## src/rtl/spi_frame_controller.sv

```systemverilog
// SPI slave framing: packs received SPI bytes into words for an RX FIFO and
// unpacks words from a TX FIFO into bytes, MSB-first, one frame per cs_n low.
module spi_frame_controller #(
    parameter int DATA_WIDTH     = 32,
    parameter int SPI_DATA_WIDTH = 8,
    parameter int FIFO_DEPTH     = 4
) (
    input  logic                                              clk,
    input  logic                                              rst,
    input  logic                                              cs_n,
    input  logic                                              byte_strobe,
    input  logic [SPI_DATA_WIDTH-1:0]                         rx_byte,
    output logic [SPI_DATA_WIDTH-1:0]                         tx_byte,
    output logic [DATA_WIDTH-1:0]                             rx_word,
    output logic                                              rx_valid,
    input  logic                                              rx_ready,
    input  logic [DATA_WIDTH-1:0]                             tx_word,
    input  logic                                              tx_valid,
    output logic                                              tx_ready,
    output logic                                              frame_active,
    output logic [$clog2(DATA_WIDTH/SPI_DATA_WIDTH)-1:0]      byte_index,
    output logic                                              overrun,
    output logic                                              underrun,
    output logic                                              frame_error
);
    localparam int BYTES = DATA_WIDTH / SPI_DATA_WIDTH;
    localparam int IDX_W = $clog2(BYTES);
    localparam int AW    = $clog2(FIFO_DEPTH);
    localparam logic [IDX_W-1:0] LAST = IDX_W'(BYTES - 1);

    typedef enum logic [1:0] {IDLE, LOAD, ACTIVE} state_t;
    state_t state;

    logic [DATA_WIDTH-1:0] tx_mem [FIFO_DEPTH];
    logic [DATA_WIDTH-1:0] rx_mem [FIFO_DEPTH];
    logic [AW:0]           tx_wr, tx_rd, rx_wr, rx_rd;
    logic [DATA_WIDTH-1:0] tx_shift, rx_asm, rx_next, tx_head;
    logic [IDX_W-1:0]      idx_next;
    logic tx_empty, tx_full, rx_empty, rx_full;
    logic byte_adv, word_done, tx_pop_req, tx_pop, tx_push, rx_pop, rx_push;

    assign tx_empty = (tx_wr == tx_rd);
    assign tx_full  = (tx_wr[AW] != tx_rd[AW]) && (tx_wr[AW-1:0] == tx_rd[AW-1:0]);
    assign rx_empty = (rx_wr == rx_rd);
    assign rx_full  = (rx_wr[AW] != rx_rd[AW]) && (rx_wr[AW-1:0] == rx_rd[AW-1:0]);

    assign byte_adv   = (state == ACTIVE) && byte_strobe;
    assign word_done  = byte_adv && (byte_index == LAST);
    assign idx_next   = byte_adv ? ((byte_index == LAST) ? '0 : byte_index + 1'b1) : byte_index;
    assign rx_next    = {rx_asm[DATA_WIDTH-SPI_DATA_WIDTH-1:0], rx_byte};

    // A full FIFO still accepts a push when it pops in the same cycle; an
    // empty FIFO forwards a same-cycle push straight to the popping side.
    assign tx_pop_req = ((state == LOAD) && !cs_n) || word_done;
    assign tx_push    = tx_valid && (!tx_full || tx_pop_req);
    assign tx_pop     = tx_pop_req && (!tx_empty || tx_push);
    assign tx_head    = tx_empty ? tx_word : tx_mem[tx_rd[AW-1:0]];
    assign rx_pop     = !rx_empty && rx_ready;
    assign rx_push    = word_done && (!rx_full || rx_pop);

    assign rx_valid     = !rx_empty;
    assign rx_word      = rx_empty ? '0 : rx_mem[rx_rd[AW-1:0]];
    assign tx_ready     = !tx_full;
    assign frame_active = (state != IDLE);

    always_comb begin
        tx_byte = '0;
        if (state != IDLE)
            tx_byte = tx_shift[DATA_WIDTH-1-SPI_DATA_WIDTH*int'(byte_index) -: SPI_DATA_WIDTH];
    end

    always_ff @(posedge clk) begin
        if (tx_push) tx_mem[tx_wr[AW-1:0]] <= tx_word;
        if (rx_push) rx_mem[rx_wr[AW-1:0]] <= rx_next;
    end

    always_ff @(posedge clk) begin
        if (rst) begin
            state       <= IDLE;
            byte_index  <= '0;
            overrun     <= 1'b0;
            underrun    <= 1'b0;
            frame_error <= 1'b0;
            tx_wr       <= '0;
            tx_rd       <= '0;
            rx_wr       <= '0;
            rx_rd       <= '0;
        end else begin
            if (tx_push) tx_wr <= tx_wr + 1'b1;
            if (tx_pop)  tx_rd <= tx_rd + 1'b1;
            if (rx_push) rx_wr <= rx_wr + 1'b1;
            if (rx_pop)  rx_rd <= rx_rd + 1'b1;

            case (state)
                IDLE: begin
                    byte_index <= '0;
                    if (!cs_n) begin
                        state       <= LOAD;
                        overrun     <= 1'b0;
                        underrun    <= 1'b0;
                        frame_error <= 1'b0;
                    end
                end
                LOAD: begin
                    if (cs_n) begin
                        state <= IDLE;
                    end else begin
                        state    <= ACTIVE;
                        tx_shift <= tx_pop ? tx_head : '0;
                        if (!tx_pop) underrun <= 1'b1;
                    end
                end
                ACTIVE: begin
                    if (byte_strobe) rx_asm <= rx_next;
                    byte_index <= idx_next;
                    if (word_done) begin
                        tx_shift <= tx_pop ? tx_head : '0;
                        if (!tx_pop)  underrun <= 1'b1;
                        if (!rx_push) overrun  <= 1'b1;
                    end
                    // The strobe in this cycle counts before judging the frame end.
                    if (cs_n) begin
                        state      <= IDLE;
                        byte_index <= '0;
                        if (idx_next != '0) frame_error <= 1'b1;
                    end
                end
                default: state <= IDLE;
            endcase
        end
    end
endmodule
```

## config.mk

```make
export PLATFORM = sky130hd
export DESIGN_NAME = spi_frame_controller
export DESIGN_NICKNAME = d
export VERILOG_FILES = /design/src/rtl/spi_frame_controller.sv
export SDC_FILE = /design/constraint.sdc
export NUM_CORES = 1
export LEC_CHECK = 0
export CORE_MARGIN = 2
export CORE_UTILIZATION = 63
export DETAILED_ROUTE_END_ITERATION = 10
export PLACE_DENSITY = 0.89
export SYNTH_ARGS = -nofsm -noshare
export SYNTH_HDL_FRONTEND = slang
export SYNTH_SLANG_ARGS = --single-unit
```

## constraint.sdc

```tcl
create_clock -name clk -period 4.4 [get_ports clk]
set_input_delay 0.88 -clock clk [delete_from_list [all_inputs] [get_ports clk]]
set_output_delay 0.88 -clock clk [all_outputs]
set_load 0.01 [all_outputs]
```

==> flow_summary.ini <==
[floorplan]
die_y_um = 148
die_x_um = 148
dieArea_mm2 = 0.0220
ioPinCount = 94
num_rows = 52
core_area_mm2 = 0.0204
start_util_pct = 64.5

[detailed_routing]
routed.top_layer = met4
drcViolationCount = 0
routedWlPerCell_um = 24.1
wl_um = 26900
drt_iter0_markers = 679
wl_met2_um = 13700
wl_met1_um = 10200
postRouteAntennaNets = 0
num_vias = 6941
dr_wl_met3_um = 2180
drt-vias-per-instance = 6.21
drt_first_pass_iters = 5

[sta]
fmax_mhz = 271
setup_viol = 0
setup_ws_ns = 0.704
post-route-period-util_pct = 84.0
slew_viol_final = 0
worst_pin_slew_ns = 0.866
finalSetupTns_ns = 0
hold_viol = 0
holdWs_ns = 0.512
rsz0062_at_grt = no
relSlewSlack_pct = 42.3
post-route-min-period_ns = 3.70
skew_ns = 0.0128

[clock_tree]
cts_sinks = 335
insertion_delay_ns = 0.51
cts_resized = 0
cts_buffer_depth = 3
clockRootBuffer = clkbuf_16
htreeDepth = 2
tritoncts = built
path_clk_slew_ns = 0.06
numCtsBuffers = 34
postCtsSetupRepairBufs = 0
cts_hold_buf = 0

[place]
placed_area_mm2 = 0.0144
port_buffers = 93
hpwl_um = 14900
dp_slack_ns = 1.21
routabilityCongestion = 0.771

[logic_synthesis]
synth_cells = 709
synth.avg_cell_area_um2 = 18.5
ys_warn_count = 0
synth_nets = 769
synth.distinct_cells = 42
synth_top_area_share_pct = 71.3
synthesis.area_mm2 = 0.0131
ys_seq_area_share_pct = 74.8
synth-seq-cells = 335
yosys.area.top_type = edfxtp_1
synthTopCellsByArea = edfxtp_1, mux4_2, dfxtp_1

[flow_run]
max_cap_viol_count = 0

[layout]
layout_commonest_cell = edfxtp_1
syn_to_final_growth_pct = 17.9
final_cell_mix = edfxtp_1, clkdlybuf4s50_1, nand2_1, mux4_2
n_antenna_cell = 0
final_nets = 883
drive_above_1_share_pct = 17.6
stdcell_area_mm2 = 0.0155

[global_routing]
grt_usage_pct = 25.4
grt_pass1_wl_um = 41700
overflow = 0
grt_pass1_vias = 7275
antenna_found_initial = 0
grt_max_degree = 34

[worst_hold_path]
hp-start = rx_asm[18]$_DFFE_PP_
hold_end = rx_mem[3][26]$_DFFE_PP_
min_delay_path_depth = 0
hold_path_class = reg2reg

[critical_path]
worstReg2RegEnd = tx_mem[1][3]$_DFFE_PP_
regToRegSetupSlack_ns = 1.51
start_kind = flip-flop
cp.arrival_ns = 2.82
cp_max_fo = 18
regToRegStartpoint = byte_index[0]$_SDFFE_PP0P_
critPathRequiredTime_ns = 3.52
endpoint_kind = output port
reg2regPathDepth = 6
path_class = reg2out

[power_and_ir_drop]
power.total_mw = 6.79
p_per_area_mw_per_mm2 = 438
ir_drop_mv = 0.362
p_leak_nw = 5.07

[outcome]
status = completed
-- state kept, by name, indices dropped and copies added (netlist names), named ones only --
| register | cells |
|---|---|
| tx_wr | 3 |
| rx_wr | 3 |
| state | 2 |
| frame_error | 1 |
| tx_rd | 3 |
| rx_mem | 128 |
| rx_asm | 24 |
| tx_mem | 128 |
| byte_index | 2 |
| rx_rd | 3 |
| tx_shift | 32 |
| underrun | 1 |
| overrun | 1 |
-- worst max-delay path by stage --
stage | endpoint | slack (ns) | depth (start not counted)
6_report | rx_word[10] | 0.70 | 4
5_1_grt | rx_word[28] | 0.57 | 4
4_1_cts | rx_word[10] | 0.67 | 4
3_5_place_dp | tx_mem[1][12]$_DFFE_PP_ | 1.21 | 6
3_3_place_gp | rx_word[26] | 1.27 | 4
2_1_floorplan | tx_shift[0]$_SDFFCE_PP0P_ | 1.51 | 3
-- layer usage --
metal | global-route usage, % | up-vias
li1 | - | 2996
met1 | 34.3 | 3515
met2 | 41.7 | 362
met5 | 0 | -
met3 | 5.28 | 68
met4 | 9.57 | 0
-- cell usage after synthesis --
library cell	instances
edfxtp_1	312
nand2_1	78
mux4_2	72
a21oi_1	37
nor2b_1	37
dfxtp_1	23
clkbuf_1	18
and2_1	16
nor2_1	15
ha_1	14
buf_2	13
inv_1	11
xor2_1	7
mux2i_1	4
nor3_1	4
o21a_1	4
o21ai_0	4
and3_1	3
buf_1	3
mux2_2	3
nand3_1	3
xnor2_1	3
a32oi_1	2
o211ai_1	2
o31ai_1	2
or3_1	2
or4_1	2
a211o_1	1
a211oi_1	1
a21bo_2	1
a21o_1	1
a2bb2oi_1	1
and4_1	1
nand2b_1	1
nor4_1	1
o2111ai_1	1
o21ai_2	1
o22ai_1	1
o311a_1	1
o311ai_0	1
o41a_1	1
or2_2	1
-- final cells by class --
type,instances,area (µm²)
well taps,270,338
repair buffers,112,1070
inverters,11,41.3
flip-flops and latches,335,9830
fillers,1020,4870
clock inverters,15,92.6
multi-input cells,329,3140
clock buffers,46,970
-- cells by family after synthesis --
family          count (synthesis)  synth area share, %
flops                         335                 74.8
compound gates                 62                 2.89
fa+ha+maj                      14                 1.33
xor+xnor                       10                0.667
buf+inv                        45                 1.41
simple gates                  164                 6.01
mux                            79                 12.9
-- through the flow --
| stage | util [%] | cells |
|---|---|---|
| after floorplan | - | 709 |
| after global placement | 70.8 | 1057 |
| after detailed placement | 70.8 | 1057 |
| after CTS | 76.1 | 1118 |
| after global routing | 76.1 | 1118 |
| final | 76.1 | 1118 |
-- critical path: stages (launching register included) --
cell,delay (ns)
dfxtp_2,0.75
buf_4,0.32
mux4_2,0.56
nor2b_1,0.16
clkdlybuf4s50_1,0.50
-- power breakdown --
group / internal, mW / switching, mW / total, mW
Clock: 1.60 / 1.14 / 2.74
Sequential: 3.57 / 0.0399 / 3.61
Combinational: 0.169 / 0.268 / 0.437
Total: 5.34 / 1.45 / 6.79
(Power assumes the default switching activity.)
